`src/rtl/dma_ll_fetch_if.sv`:
```
// dma_ll_fetch_if: link-request, config attribute and AXI4 read-channel bundle for dma_ll_fetch
interface dma_ll_fetch_if #(parameter int ID_W = 4);
  logic ll_req;
  logic [31:0] ll_addr;
  logic ll_ack;
  logic ll_dvld;
  logic [2:0] ll_dcnt;
  logic [31:0] ll_rdata;
  logic ll_err;
  logic cfg_dma_halt;
  logic cfg_bf;
  logic cfg_cf;
  logic m_arvalid;
  logic m_arready;
  logic [ID_W-1:0] m_arid;
  logic [31:0] m_araddr;
  logic [7:0] m_arlen;
  logic [2:0] m_arsize;
  logic [1:0] m_arburst;
  logic [3:0] m_arcache;
  logic m_rvalid;
  logic m_rready;
  logic [31:0] m_rdata;
  logic [1:0] m_rresp;
  logic m_rlast;
  modport master (
    input ll_req, ll_addr, cfg_dma_halt, cfg_bf, cfg_cf, m_arready, m_rvalid, m_rdata, m_rresp, m_rlast,
    output ll_ack, ll_dvld, ll_dcnt, ll_rdata, ll_err, m_arvalid, m_arid, m_araddr, m_arlen, m_arsize,
    m_arburst, m_arcache, m_rready
  );
  modport slave (
    output ll_req, ll_addr, cfg_dma_halt, cfg_bf, cfg_cf, m_arready, m_rvalid, m_rdata, m_rresp, m_rlast,
    input ll_ack, ll_dvld, ll_dcnt, ll_rdata, ll_err, m_arvalid, m_arid, m_araddr, m_arlen, m_arsize,
    m_arburst, m_arcache, m_rready
  );
endinterface

```
`src/rtl/dma_ll_fetch.sv`:
```
// dma_ll_fetch: AXI4 linked-list descriptor fetcher splitting bursts at 4KB; DMA_LL_TIMEOUT_EN adds a watchdog
module dma_ll_fetch #(
  parameter int ID_W = 4,
  parameter logic [ID_W-1:0] ARID_VAL = 4'h1,
  parameter int DESC_WORDS = 6,
  parameter int TIMEOUT_CYC = 1024
) (
  input logic clk,
  input logic rst,
  dma_ll_fetch_if.master bus
);
  localparam logic [2:0] IDLE = 3'd0, ADDR0 = 3'd1, DATA0 = 3'd2, ADDR1 = 3'd3, DATA1 = 3'd4;
  localparam logic [2:0] NW = 3'(DESC_WORDS);
  logic [2:0] state_q, state_d, cnt_q, cnt_d, dcnt_q, dcnt_d, w1;
  logic [31:0] base_q, base_d, rdata_q, rdata_d;
  logic bf_q, bf_d, cf_q, cf_d, err_q, err_d, ack_q, ack_d, dvld_q, dvld_d, lerr_q, lerr_d;
  logic [10:0] room;
  logic ar_hs, r_hs, burst_last, bad, tmo_fire;
  assign room = 11'd1024 - {1'b0, base_q[11:2]};
  assign w1 = room >= 11'(DESC_WORDS) ? NW : room[2:0];
  assign ar_hs = bus.m_arvalid & bus.m_arready;
  assign r_hs = bus.m_rvalid & bus.m_rready;
  assign burst_last = cnt_q == (state_q == DATA0 ? w1 : NW) - 3'd1;
  assign bad = bus.m_rresp[1] | (bus.m_rlast != burst_last);
  assign bus.m_arvalid = state_q == ADDR0 || state_q == ADDR1;
  assign bus.m_rready = state_q == DATA0 || state_q == DATA1;
  assign bus.m_araddr = state_q == ADDR0 ? base_q : state_q == ADDR1 ? {base_q[31:12] + 20'd1, 12'h000} : '0;
  assign bus.m_arlen = state_q == ADDR0 ? {5'd0, w1 - 3'd1} : state_q == ADDR1 ? {5'd0, NW - w1 - 3'd1} : '0;
  assign bus.m_arid = ARID_VAL;
  assign bus.m_arsize = 3'b010;
  assign bus.m_arburst = 2'b01;
  assign bus.m_arcache = {2'b00, cf_q, bf_q};
  assign bus.ll_ack = ack_q;
  assign bus.ll_dvld = dvld_q;
  assign bus.ll_dcnt = dcnt_q;
  assign bus.ll_rdata = rdata_q;
  assign bus.ll_err = lerr_q;
`ifdef DMA_LL_TIMEOUT_EN
  localparam int TW = $clog2(TIMEOUT_CYC + 1);
  logic [TW-1:0] tmo_q, tmo_d;
  always_comb begin
    tmo_d = (state_q == IDLE || ar_hs || r_hs) ? '0 : tmo_q + 1'b1;
    tmo_fire = tmo_d == TW'(TIMEOUT_CYC);
  end
  always_ff @(posedge clk) tmo_q <= rst ? '0 : tmo_d;
`else
  assign tmo_fire = TIMEOUT_CYC < 0;
`endif
  always_comb begin
    state_d = state_q;
    base_d = base_q;
    bf_d = bf_q;
    cf_d = cf_q;
    cnt_d = r_hs ? cnt_q + 3'd1 : cnt_q;
    err_d = err_q | (r_hs & bad);
    ack_d = state_q == ADDR0 && ar_hs;
    dvld_d = r_hs & ~err_d;
    dcnt_d = dvld_d ? cnt_q : '0;
    rdata_d = dvld_d ? bus.m_rdata : '0;
    lerr_d = tmo_fire | (r_hs & (cnt_q == NW - 3'd1) & err_d);
    if (state_q == IDLE && bus.ll_req && !bus.cfg_dma_halt) begin
      state_d = ADDR0;
      base_d = {bus.ll_addr[31:2], 2'b00};
      bf_d = bus.cfg_bf;
      cf_d = bus.cfg_cf;
      cnt_d = '0;
      err_d = 1'b0;
    end else if (ar_hs) state_d = state_q == ADDR0 ? DATA0 : DATA1;
    else if (r_hs && burst_last) state_d = (state_q == DATA0 && w1 != NW) ? ADDR1 : IDLE;
    if (tmo_fire) state_d = IDLE;
  end
  always_ff @(posedge clk) begin
    if (rst) begin
      state_q <= IDLE;
      base_q <= '0;
      bf_q <= 1'b0;
      cf_q <= 1'b0;
      cnt_q <= '0;
      err_q <= 1'b0;
      ack_q <= 1'b0;
      dvld_q <= 1'b0;
      dcnt_q <= '0;
      rdata_q <= '0;
      lerr_q <= 1'b0;
    end else begin
      state_q <= state_d;
      base_q <= base_d;
      bf_q <= bf_d;
      cf_q <= cf_d;
      cnt_q <= cnt_d;
      err_q <= err_d;
      ack_q <= ack_d;
      dvld_q <= dvld_d;
      dcnt_q <= dcnt_d;
      rdata_q <= rdata_d;
      lerr_q <= lerr_d;
    end
  end
endmodule

```
`src/flat_wrapper.sv`:
```
// flat-port wrapper written by rule: the top's interface ports become plain ports
module dma_ll_fetch_flat 
#(
  parameter int ID_W = 4,
  parameter logic [ID_W-1:0] ARID_VAL = 4'h1,
  parameter int DESC_WORDS = 6,
  parameter int TIMEOUT_CYC = 1024
)
  (clk, rst, bus_ll_req, bus_ll_addr, bus_cfg_dma_halt, bus_cfg_bf, bus_cfg_cf, bus_m_arready, bus_m_rvalid, bus_m_rdata, bus_m_rresp, bus_m_rlast, bus_ll_ack, bus_ll_dvld, bus_ll_dcnt, bus_ll_rdata, bus_ll_err, bus_m_arvalid, bus_m_arid, bus_m_araddr, bus_m_arlen, bus_m_arsize, bus_m_arburst, bus_m_arcache, bus_m_rready);
  dma_ll_fetch_if #(.ID_W(ID_W)) bus_i ();
  input logic clk;
  input logic rst;
  input wire logic [$bits(bus_i.ll_req)-1:0] bus_ll_req;
  input wire logic [$bits(bus_i.ll_addr)-1:0] bus_ll_addr;
  input wire logic [$bits(bus_i.cfg_dma_halt)-1:0] bus_cfg_dma_halt;
  input wire logic [$bits(bus_i.cfg_bf)-1:0] bus_cfg_bf;
  input wire logic [$bits(bus_i.cfg_cf)-1:0] bus_cfg_cf;
  input wire logic [$bits(bus_i.m_arready)-1:0] bus_m_arready;
  input wire logic [$bits(bus_i.m_rvalid)-1:0] bus_m_rvalid;
  input wire logic [$bits(bus_i.m_rdata)-1:0] bus_m_rdata;
  input wire logic [$bits(bus_i.m_rresp)-1:0] bus_m_rresp;
  input wire logic [$bits(bus_i.m_rlast)-1:0] bus_m_rlast;
  output wire logic [$bits(bus_i.ll_ack)-1:0] bus_ll_ack;
  output wire logic [$bits(bus_i.ll_dvld)-1:0] bus_ll_dvld;
  output wire logic [$bits(bus_i.ll_dcnt)-1:0] bus_ll_dcnt;
  output wire logic [$bits(bus_i.ll_rdata)-1:0] bus_ll_rdata;
  output wire logic [$bits(bus_i.ll_err)-1:0] bus_ll_err;
  output wire logic [$bits(bus_i.m_arvalid)-1:0] bus_m_arvalid;
  output wire logic [$bits(bus_i.m_arid)-1:0] bus_m_arid;
  output wire logic [$bits(bus_i.m_araddr)-1:0] bus_m_araddr;
  output wire logic [$bits(bus_i.m_arlen)-1:0] bus_m_arlen;
  output wire logic [$bits(bus_i.m_arsize)-1:0] bus_m_arsize;
  output wire logic [$bits(bus_i.m_arburst)-1:0] bus_m_arburst;
  output wire logic [$bits(bus_i.m_arcache)-1:0] bus_m_arcache;
  output wire logic [$bits(bus_i.m_rready)-1:0] bus_m_rready;
  assign bus_i.ll_req = bus_ll_req;
  assign bus_i.ll_addr = bus_ll_addr;
  assign bus_i.cfg_dma_halt = bus_cfg_dma_halt;
  assign bus_i.cfg_bf = bus_cfg_bf;
  assign bus_i.cfg_cf = bus_cfg_cf;
  assign bus_i.m_arready = bus_m_arready;
  assign bus_i.m_rvalid = bus_m_rvalid;
  assign bus_i.m_rdata = bus_m_rdata;
  assign bus_i.m_rresp = bus_m_rresp;
  assign bus_i.m_rlast = bus_m_rlast;
  assign bus_ll_ack = bus_i.ll_ack;
  assign bus_ll_dvld = bus_i.ll_dvld;
  assign bus_ll_dcnt = bus_i.ll_dcnt;
  assign bus_ll_rdata = bus_i.ll_rdata;
  assign bus_ll_err = bus_i.ll_err;
  assign bus_m_arvalid = bus_i.m_arvalid;
  assign bus_m_arid = bus_i.m_arid;
  assign bus_m_araddr = bus_i.m_araddr;
  assign bus_m_arlen = bus_i.m_arlen;
  assign bus_m_arsize = bus_i.m_arsize;
  assign bus_m_arburst = bus_i.m_arburst;
  assign bus_m_arcache = bus_i.m_arcache;
  assign bus_m_rready = bus_i.m_rready;
  dma_ll_fetch #(.ID_W(ID_W), .ARID_VAL(ARID_VAL), .DESC_WORDS(DESC_WORDS), .TIMEOUT_CYC(TIMEOUT_CYC)) u_core (.clk(clk), .rst(rst), .bus(bus_i));
endmodule
```
`config.mk`:
```
export PLATFORM = sky130hd
export DESIGN_NAME = dma_ll_fetch_flat
export DESIGN_NICKNAME = d
export VERILOG_FILES = /design/src/rtl/dma_ll_fetch_if.sv /design/src/rtl/dma_ll_fetch.sv /design/src/flat_wrapper.sv
export SDC_FILE = /design/constraint.sdc
export NUM_CORES = 1
export LEC_CHECK = 0
export CAP_MARGIN = 20
export CORE_MARGIN = 1.5
export CORE_UTILIZATION = 38
export CTS_CLUSTER_DIAMETER = 150
export DETAILED_ROUTE_END_ITERATION = 8
export PLACE_DENSITY = 0.78
export SYNTH_ARGS = -nofsm -noshare
export SYNTH_HDL_FRONTEND = slang
export SYNTH_SLANG_ARGS = --single-unit
```
`constraint.sdc`:
```
create_clock -name clk -period 4 [get_ports clk]
set_input_delay 0.4 -clock clk [delete_from_list [all_inputs] [get_ports clk]]
set_output_delay 0.4 -clock clk [all_outputs]
set_load 0.02 [all_outputs]
```
==> results by stage <==
Clock tree:
- After clock tree synthesis, the clock-pin slew on the worst setup and hold paths is 100 ps.
- TritonCTS built the clock tree.
- CTS saw 77 sinks.
- The clock passes through at most 2 buffers.
- The number of buffers inserted during clock tree synthesis is 9.
- In this run, post-CTS hold repair placed 0 buffers.
- The count of H-tree levels built during CTS is 3.
- The clock insertion delay at the later pin of the skew report is 370 ps.
- The library cell used as clock root buffer is clkbuf_8.

Logic synthesis:
- The mapped netlist covers 0.00364 mm2.
- In the synthesized netlist, the number of instances is 446.
- The number of warnings issued by yosys is 0.
- The largest area contributor in the synthesized netlist is dfxtp_1.
- Of all flip-flops after synthesis, the portion carrying an async set or reset was 0.
- The number of register bits inferred by synthesis is 77.
- Counting instances in the post-synthesis netlist gives the leading cell types as 84 x nand2_1, 77 x dfxtp_1, 42 x a21oi_1, 36 x and2_1, 31 x nor2_1.
- By area the synthesized netlist is led by dfxtp_1 42%, nand2_1 8.7%, and2_1 6.2%.
- In the synthesized netlist the dominant register cell turns out to be dfxtp_1.
- Of the post-synthesis cell area, the dominant cell type holds 0.424.
- The share of the Yosys chip area taken by registers is 0.424.
- By instance count, the leading cell after synthesis is nand2_1.
- A synthesized cell averages between 8 and 9 um2.
- The number of distinct standard cells referenced by the synthesized netlist is 43.
- The number of synthesized flops with an enable pin is 0.

Worst setup path:
- Of all nets on the critical path, the largest fanout is 9.
- The maximum single-stage delay on the critical path is 510 ps.
- The slowest stage of the critical path is the or4_4 cell.
- The source of the worst register-to-register timing path is u_core.base_q[3].
- For the worst setup path, the data required time is 4320 ps.
- The cell family with the largest share of critical-path delay is simple AND/OR/NAND/NOR gates.
- The critical path launch point type is a flop.
- The signal on the critical path passes through or4_4, or4_4, a22oi_2, nand3b_1, nor3_2, ha_4, xor2_1, o221ai_1, a2111oi_2, and4b_1, a21o_4, mux2i_4, buf_12, buf_6, and2_1.
- The critical path starts at u_core.base_q[3].
- STA classifies the critical path endpoint as a flop.
- The data arrival time of the critical path is 4350 ps.
- The setup path with the least slack is of type reg -> reg.
- Counting stages on the worst path, the most repeated cell is or4_4.
- The count of buffer and inverter cells on the critical path is 2.

Place:
- In this run the tool buffered the top-level ports with approximately 150 buffer cells.
- Summed over all nets, the half-perimeter wirelength after detailed placement is 7.20 mm.
- The standard cell area after detailed placement is between 0.005 and 0.006 mm2.
- At the end of routability-driven placement, the weighted congestion stood at 0.812.
- The cell count after placement is 709.
- The post-placement worst setup slack is 41.6 ps.

Global routing:
- The overall overflow remaining after global route is 0.
- The number of global-route vias before repair is 3292.
- The number of antenna violations at the first check in global routing is 0.
- The global-route usage over all layers is 0.187.
- Entering global routing, the biggest net connects 38 pins.
- The first global-routing pass estimated 15.0 mm of wire.

Layout:
- Measured on the finished design, the core utilization comes to 0.606.
- In the final layout, the share of cells above drive strength 1 is 0.116.
- Across the whole layout, storage elements account for around 0.0015 mm2.
- Summing all multi-input logic gate instances after layout gives 0.00193 mm2.
- The post-route standard cell area excluding fillers is 0.00560 mm2.
- The total number of nets in the final design is a little under 700.
- The layout-stage area growth over the synthesis result is 54.0%.
- The repair_antennas step left the layout with diodes totalling 0.
- After filler insertion, the fill cell instance count of the layout stands at 782.
- Leaving out filler cells and counting taps, the final layout contains 735.

Pwr:
- Dividing total power by cell area gives a power density of approximately 360 mW/mm2.
- The total design power is 2.02 mW.
- Across the VDD grid, the largest voltage drop is between 150 and 200 uV.
- Summed over all cells, the static leakage comes to 2.11 nW.

Timing:
- Once routing completed, OpenROAD measured the worst setup slack at -34.6 ps.
- Setup repair after global routing could not meet its margin everywhere.
- The maximum achievable frequency is 0.248 GHz.
- The clock skew is about 12 ps.
- Summed over all failing endpoints, the final setup total negative slack is -447 ps.
- The worst slew margin relative to its limit is 0.606.
- For the pin with the worst max-slew slack, the measured transition is 590 ps.
- The post-layout minimum cycle time is 4030 ps.
- The ratio of final minimum period to clock period is 1.01.
- The worst hold slack is 464 ps.
- Setup violations remaining at the end of the flow were counted as 27.
- The number of hold violations in the final report is 0.
- The count of final max-slew check failures was 0.

Detailed routing:
- The first detailed-routing pass ran for 4 iterations.
- The detail route stage leaves a number of antenna-violating nets equal to 0.
- In the final routed layout, each cell accounts on average for approximately 14 um.
- After the first detailed-routing iteration, the DRC count stood at 167.
- After detailed routing, the number of remaining DRC violations is 0.
- Across all layers, the routed design uses about 3600 vias.
- The routed design has around 10 mm of wire.
- After detailed routing, the number of vias per cell comes to 4.84.

Floorplan:
- The starting utilization of the core area is 0.394.
- The number of primary I/O pins is around 170.
- The floorplan die height is 101 um.
- The floorplan has 35 rows.
- The total die area is 0.0102 mm2.
- The die is 101 um wide.
- The core region is 0.00924 mm2.

Run status:
- The flow ran to the end, but the final reports show violations.
- The final reports fail on negative setup slack.

Worst hold path:
- The worst hold-check path type is reg -> reg.
- The beginning of the worst hold path is u_core.bf_q.

Job:
- The max capacitance violation total is 0.
==> flip-flops by register name, summed over array words and instances (netlist names), 3 cells and up <==
name                 cells
u_core.base_q           30
u_core.bus.ll_dcnt       3
u_core.bus.ll_rdata     32
u_core.cnt_q             3
u_core.state_q           3
==> repair_timing <==
item | 4_1_cts | 5_1_grt
gates cloned | 0 | 6
pin swaps | 0 | 22
setup endpoints to repair | 4 | 42
resized for setup | 3 | 26
setup buffers | 0 | 4
==> worst paths after layout <==
kind / depth (start not counted) / slack (ps) / to
max: 15 / -30 / u_core.bus.ll_rdata[16]
min reg2reg: 2 / 460 / u_core.bf_q
min: 2 / 460 / u_core.bf_q
max reg2reg: 15 / -30 / u_core.bus.ll_rdata[16]
==> cell families (layout without fill, tap and decap cells) <==
kind of cell               after synthesis  after routing  synth area share
and+or+nand+nor                        211            211             0.280
xor gates and xnor gates                26             26            0.0626
buffers and inverters                   52            196            0.0829
other                                    2             18           0.00206
AOI/OAI and AO/OA                       68             68             0.112
adders and majority gates                8              8            0.0275
muxes                                    2              2           0.00894
DFF                                     77             77             0.424
==> placed cells by master, fill, tap and decap left out, types with 8 or more instances in the layout <==
master,instances
and2_4,11
clkdlybuf4s50_1,144
xor2_1,17
and3_1,14
conb_1,18
and2_1,25
nand2_1,84
xnor2_1,8
dfxtp_1,75
clkbuf_8,9
a21oi_1,42
nand3_1,10
nor3_1,11
buf_4,18
nor2_1,31
==> layout make-up <==
cell class / count / area share
inverter: 8 / 0.00536
tap: 129 / 0.0288
clock inverter: 7 / 0.0118
clock buffer: 9 / 0.0221
sequential: 77 / 0.276
multi-input combinational: 333 / 0.345
timing repair buffer: 172 / 0.310
==> where the power goes <==
| group | switching (mW) | internal [mW] |
|---|---|---|
| sequential | 0.0451 | 0.815 |
| combinational | 0.323 | 0.272 |
| clock | 0.328 | 0.238 |
| total | 0.696 | 1.32 |
==> tightest hold or removal path: cells and delay by family (launching register included) <==
kind | cells | cell delay, ps
flip-flops | 1 | 320
AND/OR/NAND/NOR | 1 | 50
AO/OA/AOI/OAI | 1 | 50
==> layer usage <==
layer,up-vias,track usage,part of all wire
met5,-,0,0
met4,0,0.0878,0.023
met3,28,0.0374,0.070
met2,144,0.335,0.50
met1,1632,0.213,0.40
li1,1756,-,-
No activity file was read; power rests on OpenSTA's default activity.
